$ cat src/rtl/imem_loader_if.sv
// Byte-stream input and instruction-memory write port of the boot loader.
// The loader is the slave; the upstream byte source / memory side is the master.
interface imem_loader_if #(
    parameter int ADDR_W = 8
);
    logic              byte_valid;
    logic [7:0]        byte_data;
    logic              byte_ready;
    logic              imem_we;
    logic [ADDR_W-1:0] imem_addr;
    logic [31:0]       imem_wdata;

    modport master (
        output byte_valid, byte_data,
        input  byte_ready, imem_we, imem_addr, imem_wdata
    );

    modport slave (
        input  byte_valid, byte_data,
        output byte_ready, imem_we, imem_addr, imem_wdata
    );
endinterface

$ cat src/rtl/imem_loader.sv
// Boot loader: LE word count header, then N LE words written to instruction memory.
// Holds the CPU in reset until the image is complete.
//
// state  | meaning
// S_HDR  | collecting the 4-byte word count
// S_DATA | assembling and writing instruction words
// S_DONE | image complete, CPU released, input stalled
// S_ERR  | header count exceeds memory capacity, CPU held, input stalled
module imem_loader #(
    parameter int ADDR_W = 8
) (
    input  logic              clk,
    input  logic              rst,
    imem_loader_if.slave      bus,
    input  logic              restart,
    output logic              cpu_rst,
    output logic              load_done,
    output logic              load_err,
    output logic [ADDR_W:0]   words_loaded
);
    typedef enum logic [1:0] {S_HDR, S_DATA, S_DONE, S_ERR} state_t;

    localparam logic [32:0] CAPACITY = 33'(1) << ADDR_W;

    state_t            state, state_nxt;
    logic [1:0]        byte_cnt;
    logic [ADDR_W-1:0] word_idx;
    logic [31:0]       n_words;
    logic [23:0]       word_lo;
    logic              rdy;
    logic              accept;
    logic              last_byte;
    logic [31:0]       n_full;

    assign rdy            = (state == S_HDR || state == S_DATA) && !rst;
    assign bus.byte_ready = rdy;
    // restart wins over a byte offered in the same cycle
    assign accept         = bus.byte_valid && rdy && !restart;
    assign last_byte      = accept && (byte_cnt == 2'd3);
    assign n_full         = {bus.byte_data, n_words[23:0]};

    always_ff @(posedge clk or posedge rst) begin
        if (rst) state <= S_HDR;
        else     state <= state_nxt;
    end

    always_comb begin
        state_nxt = state;
        cpu_rst   = 1'b1;
        load_done = 1'b0;
        load_err  = 1'b0;
        case (state)
            S_HDR: begin
                if (last_byte) begin
                    if (n_full == 32'd0)                state_nxt = S_DONE;
                    else if ({1'b0, n_full} > CAPACITY) state_nxt = S_ERR;
                    else                                state_nxt = S_DATA;
                end
            end
            S_DATA: begin
                // words_loaded already counts the word being written during the pulse
                if (bus.imem_we && n_words == 32'(words_loaded)) state_nxt = S_DONE;
            end
            S_DONE: begin
                cpu_rst   = 1'b0;
                load_done = 1'b1;
            end
            S_ERR: begin
                load_err  = 1'b1;
            end
            default: state_nxt = S_HDR;
        endcase
        if (restart) state_nxt = S_HDR;
    end

    always_ff @(posedge clk or posedge rst) begin
        if (rst) begin
            byte_cnt       <= '0;
            word_idx       <= '0;
            n_words        <= '0;
            word_lo        <= '0;
            words_loaded   <= '0;
            bus.imem_we    <= 1'b0;
            bus.imem_addr  <= '0;
            bus.imem_wdata <= '0;
        end else begin
            bus.imem_we <= 1'b0;
            if (restart) begin
                byte_cnt     <= '0;
                word_idx     <= '0;
                n_words      <= '0;
                words_loaded <= '0;
            end else if (accept) begin
                byte_cnt <= byte_cnt + 2'd1;
                if (state == S_HDR) begin
                    n_words[{byte_cnt, 3'b000} +: 8] <= bus.byte_data;
                    if (last_byte) word_idx <= '0;
                end else if (!last_byte) begin
                    word_lo[{byte_cnt, 3'b000} +: 8] <= bus.byte_data;
                end else begin
                    bus.imem_we    <= 1'b1;
                    bus.imem_addr  <= word_idx;
                    bus.imem_wdata <= {bus.byte_data, word_lo};
                    word_idx       <= word_idx + 1'b1;
                    words_loaded   <= words_loaded + 1'b1;
                end
            end
        end
    end
endmodule

$ cat src/flat_wrapper.sv
// flat-port wrapper written by rule: the top's interface ports become plain ports
module imem_loader_flat 
#(
    parameter int ADDR_W = 8
)
  (clk, rst, restart, cpu_rst, load_done, load_err, words_loaded, bus_byte_valid, bus_byte_data, bus_byte_ready, bus_imem_we, bus_imem_addr, bus_imem_wdata);
  imem_loader_if #(.ADDR_W(ADDR_W)) bus_i ();
  input  logic clk;
  input  logic rst;
  input  logic restart;
  output logic cpu_rst;
  output logic load_done;
  output logic load_err;
  output logic [ADDR_W:0] words_loaded;
  input wire logic [$bits(bus_i.byte_valid)-1:0] bus_byte_valid;
  input wire logic [$bits(bus_i.byte_data)-1:0] bus_byte_data;
  output wire logic [$bits(bus_i.byte_ready)-1:0] bus_byte_ready;
  output wire logic [$bits(bus_i.imem_we)-1:0] bus_imem_we;
  output wire logic [$bits(bus_i.imem_addr)-1:0] bus_imem_addr;
  output wire logic [$bits(bus_i.imem_wdata)-1:0] bus_imem_wdata;
  assign bus_i.byte_valid = bus_byte_valid;
  assign bus_i.byte_data = bus_byte_data;
  assign bus_byte_ready = bus_i.byte_ready;
  assign bus_imem_we = bus_i.imem_we;
  assign bus_imem_addr = bus_i.imem_addr;
  assign bus_imem_wdata = bus_i.imem_wdata;
  imem_loader #(.ADDR_W(ADDR_W)) u_core (.clk(clk), .rst(rst), .bus(bus_i), .restart(restart), .cpu_rst(cpu_rst), .load_done(load_done), .load_err(load_err), .words_loaded(words_loaded));
endmodule
$ cat config.mk
export PLATFORM = sky130hd
export DESIGN_NAME = imem_loader_flat
export DESIGN_NICKNAME = d
export VERILOG_FILES = /design/src/rtl/imem_loader_if.sv /design/src/rtl/imem_loader.sv /design/src/flat_wrapper.sv
export SDC_FILE = /design/constraint.sdc
export NUM_CORES = 1
export LEC_CHECK = 0
export CAP_MARGIN = 40
export CORE_UTILIZATION = 50
export DETAILED_ROUTE_END_ITERATION = 8
export GPL_TIMING_DRIVEN = 0
export PLACE_DENSITY_LB_ADDON = 0.2
export SYNTH_ARGS = -nofsm -noshare
export SYNTH_HDL_FRONTEND = slang
export SYNTH_SLANG_ARGS = --single-unit
$ cat constraint.sdc
create_clock -name clk -period 5.3 [get_ports clk]
set_input_delay 1.06 -clock clk [delete_from_list [all_inputs] [get_ports clk]]
set_output_delay 1.06 -clock clk [all_outputs]
set_load 0.02 [all_outputs]
==> results of run 1 <==
worst max-delay path, delay by kind of cell:
family                 cells  cell delay (ns)
AND/OR/NAND/NOR            1             0.15
buffers and inverters      2             1.18
cells by family after synthesis:
logic type                 after synthesis  share of synthesized area, %
adders and majority gates                7                         1.685
AOI/OAI and AO/OA                       82                         9.820
DFF                                    118                         56.80
muxes                                   47                         10.13
buffers and inverters                   37                         3.201
xor gates and xnor gates                14                         2.359
and+or+nand+nor                        166                         16.00
cell usage after synthesis (3+ instances only):
master,count,share of area (%)
sky130_fd_sc_hd__xnor2_1,11,1.9
sky130_fd_sc_hd__a22o_1,19,3.2
sky130_fd_sc_hd__and3_1,4,0.48
sky130_fd_sc_hd__dfrtp_1,118,57
sky130_fd_sc_hd__or4_1,3,0.43
sky130_fd_sc_hd__nand3_1,8,0.77
sky130_fd_sc_hd__nand2_1,88,6.4
sky130_fd_sc_hd__ha_1,7,1.7
sky130_fd_sc_hd__nor3_1,5,0.48
sky130_fd_sc_hd__xor2_1,3,0.51
sky130_fd_sc_hd__nor2b_1,4,0.48
sky130_fd_sc_hd__mux2_2,21,4.5
sky130_fd_sc_hd__o21ai_0,44,4.2
sky130_fd_sc_hd__nand4_1,8,0.96
sky130_fd_sc_hd__a21oi_1,4,0.39
sky130_fd_sc_hd__a31oi_1,6,0.72
sky130_fd_sc_hd__nor3b_2,3,0.72
sky130_fd_sc_hd__clkbuf_1,10,0.72
sky130_fd_sc_hd__mux2_1,24,5.2
sky130_fd_sc_hd__buf_2,10,0.96
sky130_fd_sc_hd__buf_1,7,0.51
sky130_fd_sc_hd__nor4_1,8,0.96
sky130_fd_sc_hd__inv_1,7,0.51
sky130_fd_sc_hd__nor2_1,18,1.3
where the power goes:
group,total (mW),internal [mW],switching (mW)
clock network,1.15,0.738,0.412
registers,0.917,0.909,0.00812
logic,0.104,0.0310,0.0734
total,2.17,1.68,0.494
cell type report:
class,instances,area [µm²]
fill,775,3348
sequential,118,2953
multi-input combinational,316,2079
timing repair buffer,58,598.1
clock buffer,19,441.7
tap,133,166.4
clock inverter,12,151.4
buffer,30,140.1
inverter,7,31.28
worst max-delay path by stage:
| stage | from | to | cells after the start |
|---|---|---|---|
| after CTS | rst | bus_byte_ready | 3 |
| after global placement | rst | u_core.bus.imem_wdata[7] | 2 |
| after global routing | rst | bus_byte_ready | 3 |
| after detailed placement | rst | bus_byte_ready | 3 |
| after floorplan | rst | u_core.bus.imem_addr[0] | 1 |
| final | rst | bus_byte_ready | 3 |
layer usage:
metal  wire length (µm)  part of all wire, %  up-vias
li1                   -                    -     1817
met1               5426                   46     1958
met2               5642                   48      114
met3                562                  4.7       15
met4                216                  1.8        0
met5                  0                    0        -
metrics by stage:
stage          cell area [µm²]  hold WS, ns  instances  total power, mW  worst slack, ns
2_1_floorplan             5199       0.4444        471            1.003            1.111
3_3_place_gp              5936       0.4600        661            1.032          -0.5569
5_1_grt                   6561       0.5006        693            2.246            1.805
6_report                  6561       0.4762        693            2.172            1.847
4_1_cts                   6561       0.4806        693            2.190            1.845
3_5_place_dp              5968       0.4687        662            1.038            1.845
registers in the layout, summed over array words and instances, names as in the netlist:
signal / cells
u_core.bus.imem_addr: 8
u_core.bus.imem_wdata: 32
u_core.bus.imem_we: 1
u_core.byte_cnt: 2
u_core.n_words: 32
u_core.state: 2
u_core.word_idx: 8
u_core.word_lo: 24
u_core.words_loaded: 9
==> results.md, run 1 <==
- Headroom to the max-slew limit came out at 53.52%.
- At the end of the flow, the number of nets in the layout was 567.
- The hold path depth is 2.
- The worst hold path endpoint is u_core.word_lo[13].
- The floorplan die area is 0.01081 mm².
- After legalization and detailed placement, the total HPWL measured 7772 µm.
- The area of the core is 0.009910 mm².
- 0 antenna diodes ended up in the layout.
- The final number of max-transition violations is 0.
- The top cell types in the final layout, fill and taps aside, are sky130_fd_sc_hd__dfrtp_1 (118), sky130_fd_sc_hd__nand2_1 (88), sky130_fd_sc_hd__clkdlybuf4s50_1 (57).
- The worst path uses 65.15% of the clock period.
- The count of warnings emitted by yosys is 0.
- The first detailed-routing pass took 5 iterations.
- The die boundary width is 104.0 µm.
- The starting density of the core is 52.46%.
- 66 I/O pins were placed.
- For met2 alone, demand over resource in global routing was 36.71%.
- In this design, the critical path's most frequently occurring cell is sky130_fd_sc_hd__clkdlybuf4s50_1.
- The number of standard-cell rows in the floorplan is 36.
- The largest single stage delay on the critical path is 0.61 ns.
- The critical register-to-register path startpoint is u_core.byte_cnt[0].
- The congestion estimate from routability-driven global placement came to 0.8291.
- The number of buffers added by the clock tree synthesis step is 17.
- Entering global routing, the biggest net connects 68 pins.
- In this run the most used layer during global routing was met2.
- The count of final hold-check violations was 0.
- Of all nets on the critical path, the largest fanout is 6.
- In this run, the number of DRC markers left after iteration 0 of detailed routing was 205.
- The power density normalized to cell area is 331.0 mW/mm².
- The worst setup path is of the primary input to primary output kind.
- The via count of the first global-routing pass was 4011.
- The first global-routing pass estimated 20070 µm of wire.
- The H-tree was split into 4 levels.
- The number of nets handed over by synthesis was 490.
- The library cell used most frequently in the layout, excluding fill and tap cells, is sky130_fd_sc_hd__dfrtp_1.
- IR analysis of the VDD net gives a maximum drop of 0.0002237 V.
- The arrival time of the worst setup path is 2.39 ns.
- In this run the register-to-register setup slack is 2.89 ns.
- The overall global routing resource usage is 23.96%.
- The met3 track utilization from global routing is 6.328%.
- In the global route stage, met1 resource usage came out at 32.13%.
- The number of buffers inserted to repair setup after CTS is 0.
- The endpoint of the worst-slack reg-to-reg timing path is u_core.n_words[12].
- For this run, the top clock speed supported by timing is 289.6 MHz.
- The proportion of synthesized flip-flops having asynchronous set or reset is 100.0%.
- The number of buffers between clock root and the deepest sink is 2.
- The post-detailed-route via-to-cell ratio is 5.633.
- The number of antenna violations at the first check in global routing is 0.
- The clock-pin slew of the registers on the worst-case setup and hold paths is 0.06 ns.
- After detailed routing, the number of remaining DRC violations is 0.
- The post-synthesis instance area is 0.005199 mm².
- The instance count of the mapped netlist is 471.
- TritonCTS built the clock tree.
- After detailed routing, the average wire length per cell comes to 17.10 µm.
- The primary flip-flop cell chosen by synthesis mapping is sky130_fd_sc_hd__dfrtp_1.
- The type of destination of the critical path is a primary output.
- Gates resized during post-CTS repair numbered 0.
- The type of the worst min-delay path is register to register.
- The count of max-cap constraint violations is 0.
- For the final database, setup skew stands at 0.007364 ns.
- Buffers placed on the I/O ports in this run total 57.
- The run finished with clean final reports.
- Summed over all layers, the global routing overflow is 0.
- On the critical path, the stage with the largest delay is an instance of sky130_fd_sc_hd__clkdlybuf4s50_1.
- After clock tree synthesis, the flow added hold-fix buffers numbering 0.
- Counting every sink on the clock net gives 118.
- The leakage power figure is 2.986 nW.
- The synthesized netlist contains 45 unique library cells.
- The critical path goes through clkdlybuf4s50_1 -> nor2_1 -> clkdlybuf4s50_1.
- The height of the chip is 104.0 µm.
- For the worst setup path, the data required time is 4.24 ns.
- The beginning of the worst hold path is u_core.word_lo[13].
- The detail route stage leaves a number of antenna-violating nets equal to 0.
- Of the synthesized area, sequential elements account for 56.80%.
- The worst-case reg-to-reg path depth is 7.
- Of the cells placed in the final design, the portion with a size suffix greater than 1 is 13.57%.
- The final layout contains routed wiring with a total length of 11850 µm.
- For the final routed database, the setup TNS stands at 0 ns.
- Setup repair after global routing left no endpoint under its margin.
- The worst setup path is launched from a primary input.
- In this run the clock root is driven by a sky130_fd_sc_hd__clkbuf_8.
- A synthesized cell averages 11.04 µm².
- The count of endpoints failing setup in the final report is 0.
- In this run, synthesis produced a sequential element count of 118.
- The area growth from synthesis to layout is 26.21%.
- For this block, the via count after detailed routing is 3904.
- For the finished layout, the period the worst path requires is 3.453 ns.
- The source-to-sink clock delay at the later pin of the worst-skew pair is 0.52 ns.
- The core occupancy in the finished layout is 66.21%.
- Counting flops with a built-in enable in the synthesized netlist gives 0.
- At the pin with the least slew margin, the transition time is 0.6914 ns.
(Power assumes the default switching activity.)
==> run 2, diff against run 1 <==
clock period = 3.51 ns   (was 5.3 ns; I/O delays follow)
==> run 2 against run 1 <==
Sequential power rose by 52%. Via count fell by 0.36%. Cell area rose by 1.3%. Clock-buffer cell count fell by 2. Clock power rose by 62%. Register-to-register slack got worse by 1.8 ns. Sequential cell count did not move. Die area did not move. Setup slack got worse by 1.0 ns. Critical path type unchanged. Largest power group unchanged. Highest routed layer unchanged.
==> results.md, run 2 (synthesis gave the netlist of run 1 again) <==
- The final critical path takes up 76.89% of the cycle.
- The source-to-sink clock delay at the later pin of the worst-skew pair came to 0.53 ns (about the same).
- The number of buffers added by the clock tree synthesis step was 17 (unchanged).
- The number of design rule violations left after detail routing came to 0 (unchanged).
- The worst clock skew came to 0.004584 ns (-0.002781 ns).
- The worst-case reg-to-reg path depth is 7 (unchanged).
- The type of the worst min-delay path is register to register.
- The leakage power figure is 3.015 nW (+0.98%).
- The worst-margin pin slew is 0.7724 ns (+0.08099 ns).
- The placed cell count is 664 (+0.30%).
- The number of nets in the layout is 569 (+0.35%).
- The via count of the first global-routing pass was 4004 (-0.17%).
- The count of endpoints failing setup in the final report is 0 (unchanged).
- Setup repair after global routing left no endpoint under its margin.
- The growth of design area from synthesis to finish is 27.80%.
- The hold path depth is 2 (unchanged).
- The normalized max-slew margin is 48.26% (-5.3 points).
- The starting density of the core is 52.46% (unchanged).
- The floorplan die area is 0.01081 mm² (unchanged).
- The master cell of the clock root buffer is sky130_fd_sc_hd__clkbuf_8.
- The height of the chip is 104.0 µm (unchanged).
- The clock period could shrink to 2.699 ns.
- The number of buffers between clock root and the deepest sink came to 2 (unchanged).
- The highest metal layer carrying signal wires in the routed design is met4.
- The fraction of final layout cells with drive strength greater than 1 was 13.88% (+0.31 points).
- The area of the core came to 0.009910 mm² (unchanged).
- The count of max-cap constraint violations came to 0 (unchanged).
- The clock-pin slew of the registers on the worst-case setup and hold paths came to 0.06 ns (about the same).
- The port buffer count is 57 (unchanged).
- The final number of max-transition violations is 0 (unchanged).
- The overall global routing resource usage is 24.01% (+0.049 points).
- The top-level I/O count is 66 (unchanged).
- The count of final hold-check violations is 0 (unchanged).
- The final routed wirelength across all metal layers is 12050 µm (+1.7%).
- The data required time at the worst endpoint is 2.81 ns (-1.43 ns).
- The remaining global-route overflow was 0 (unchanged).
- The number of antenna violations at the first check in global routing is 0 (unchanged).
- The power density normalized to cell area is 512.9 mW/mm² (+55%).
- The number of buffers inserted to repair setup after CTS was 0 (unchanged).
- The leading cell type in the layout, fill and taps excluded is sky130_fd_sc_hd__dfrtp_1.
- The met2 wire length is 5916 µm (+4.9%).
- The peak clock frequency supported by timing is 370.5 MHz.
- The non-filler instance count after layout came to 695 (+0.29%).
- The kind of start point of the critical path is a primary input.
- The via count of the routed design is 3890 (-0.36%).
- The average wire per standard cell is 17.34 µm (+1.5%).
- The post-cts gate resize count is 0 (unchanged).
- The wire length on met1 was 5255 µm (-3.2%).
- The layout filler cell count is 736 (-5.0%).
- The detailed-routing iteration count for the pre-antenna-repair pass is 6 (+1).
- The cts-stage hold buffer count is 0 (unchanged).
- The die boundary width was 104.0 µm (unchanged).
- The type of destination of the critical path is a primary output.
- The maximum number of pins on one net before global-route repair is 42 (-38%).
- The number of standard-cell rows in the floorplan is 36 (unchanged).
- The number of DRC violations after detailed-routing iteration 0 is 165 (-20%).
- The number of antenna repair diodes came to 0 (unchanged).
- In the layout the commonest cells are sky130_fd_sc_hd__dfrtp_1 (118), sky130_fd_sc_hd__nand2_1 (88), sky130_fd_sc_hd__clkdlybuf4s50_1 (57).
- The sum of met3 wire segment lengths after detailed routing is 601 µm (+6.9%).
- The H-tree depth is 4 (unchanged).
- The arrival time of the worst setup path came to 2.00 ns (-0.39 ns).
- The peak ir drop on the vdd network is 0.0003296 V (+47%).
- The number of nets with antenna violations after routing is 0 (unchanged).
- The category of the critical setup timing path is primary input to primary output.
- The run finished with clean final reports.
- In the final layout, the registers with the most flip-flops are u_core.bus.imem_wdata (32), u_core.n_words (32), u_core.word_lo (24).
- The post-detailed-route via-to-cell ratio is 5.597 (-0.65%).
- The total number of clock tree sinks is 118 (unchanged).
- The placed wire-length estimate after detailed placement is 8056 µm (+3.6%).
- The global-route wire length before repair came to 20290 µm (+1.1%).
- The final-layout setup total negative slack is 0 ns (unchanged).
- The weighted congestion at the end of routability-driven global placement is 0.8479 (+2.3%).
- TritonCTS built the clock tree.
- The peak fanout along the critical path is 6 (unchanged).
run 2: cell count changes in the layout (fill, tap and decap cells not counted), sizes merged:
cell / previous run / this run
clkinvlp: 2 / 3
clkbuf: 29 / 27
buf: 21 / 23
clkinv: 5 / 4
bufinv: 3 / 5
run 2: final timing paths:
path	to	from	slack (ns)
max in group asynchronous	u_core.word_lo[9]	rst	2.11
min in group asynchronous	u_core.bus.imem_addr[7]	rst	0.69
hold / removal	u_core.word_lo[14]	u_core.word_lo[14]	0.48
setup / recovery	bus_byte_ready	rst	0.81
hold reg to reg	u_core.word_lo[14]	u_core.word_lo[14]	0.48
setup reg to reg	u_core.n_words[12]	u_core.byte_cnt[0]	1.07
run 2: cell type report:
class                      instances  area [µm²]  area share (%)
buffer                            30       140.1           2.109
clock buffer                      17       414.1           6.234
tap                              133       166.4           2.505
clock inverter                    14       222.7           3.352
multi-input combinational        316        2079           31.30
timing repair buffer              60       638.1           9.605
sequential                       118        2953           44.44
inverter                           7       30.03          0.4520
run 2: critical path, cell delays in order:
cell,delay (ns)
sky130_fd_sc_hd__clkdlybuf4s50_1,0.54
sky130_fd_sc_hd__nor2_1,0.14
sky130_fd_sc_hd__clkdlybuf4s50_1,0.61
run 2: metrics by stage:
stage / util (%) / hold WS [ns] / cell area [µm²] / total power, mW / setup WS, ns
6_report: 67.05 / 0.4799 / 6644 / 3.407 / 0.8113
5_1_grt: 67.05 / 0.5046 / 6644 / 3.515 / 0.7787
4_1_cts: 67.05 / 0.4858 / 6644 / 3.432 / 0.8116
3_5_place_dp: 60.62 / 0.4731 / 6007 / 1.573 / 0.6207
3_3_place_gp: 59.94 / 0.4604 / 5939 / 1.558 / 0.2006
2_1_floorplan: - / 0.4444 / 5202 / 1.515 / 1.367
run 2: report_power, final:
group	leakage, nW	switching [mW]	internal [mW]
Clock	0.305	0.629	1.23
Combinational	1.07	0.115	0.0512
Sequential	1.64	0.0123	1.37
Total	3.01	0.756	2.65
run 2: per-layer routing:
layer / up-vias / global-route usage (%)
met5: - / 0
met4: 0 / 10.51
met3: 28 / 5.702
met2: 120 / 38.19
met1: 1930 / 31.42
li1: 1812 / -
==> run 3, diff against run 2 <==
clock period = 2.6 ns   (was 3.51 ns; I/O delays follow)
==> results of run 3 <==
Same layout as run 2 (identical final DEF). Status: complete, no violations.
Among the figures that moved: setup slack after placement 0.6207 ns -> -0.1073 ns; setup slack after layout 0.8113 ns -> 0.1611 ns; hold slack 0.4799 ns -> 0.4363 ns; start point of the critical path rst -> u_core.byte_cnt[0]; end point of the critical path bus_byte_ready -> u_core.n_words[12]; register-to-register setup slack 1.07 ns -> 0.16 ns; end point of the worst hold path u_core.word_lo[14] -> u_core.n_words[31]; total power 3.407 mW -> 4.600 mW; worst IR drop on VDD 0.0003296 V -> 0.0004450 V
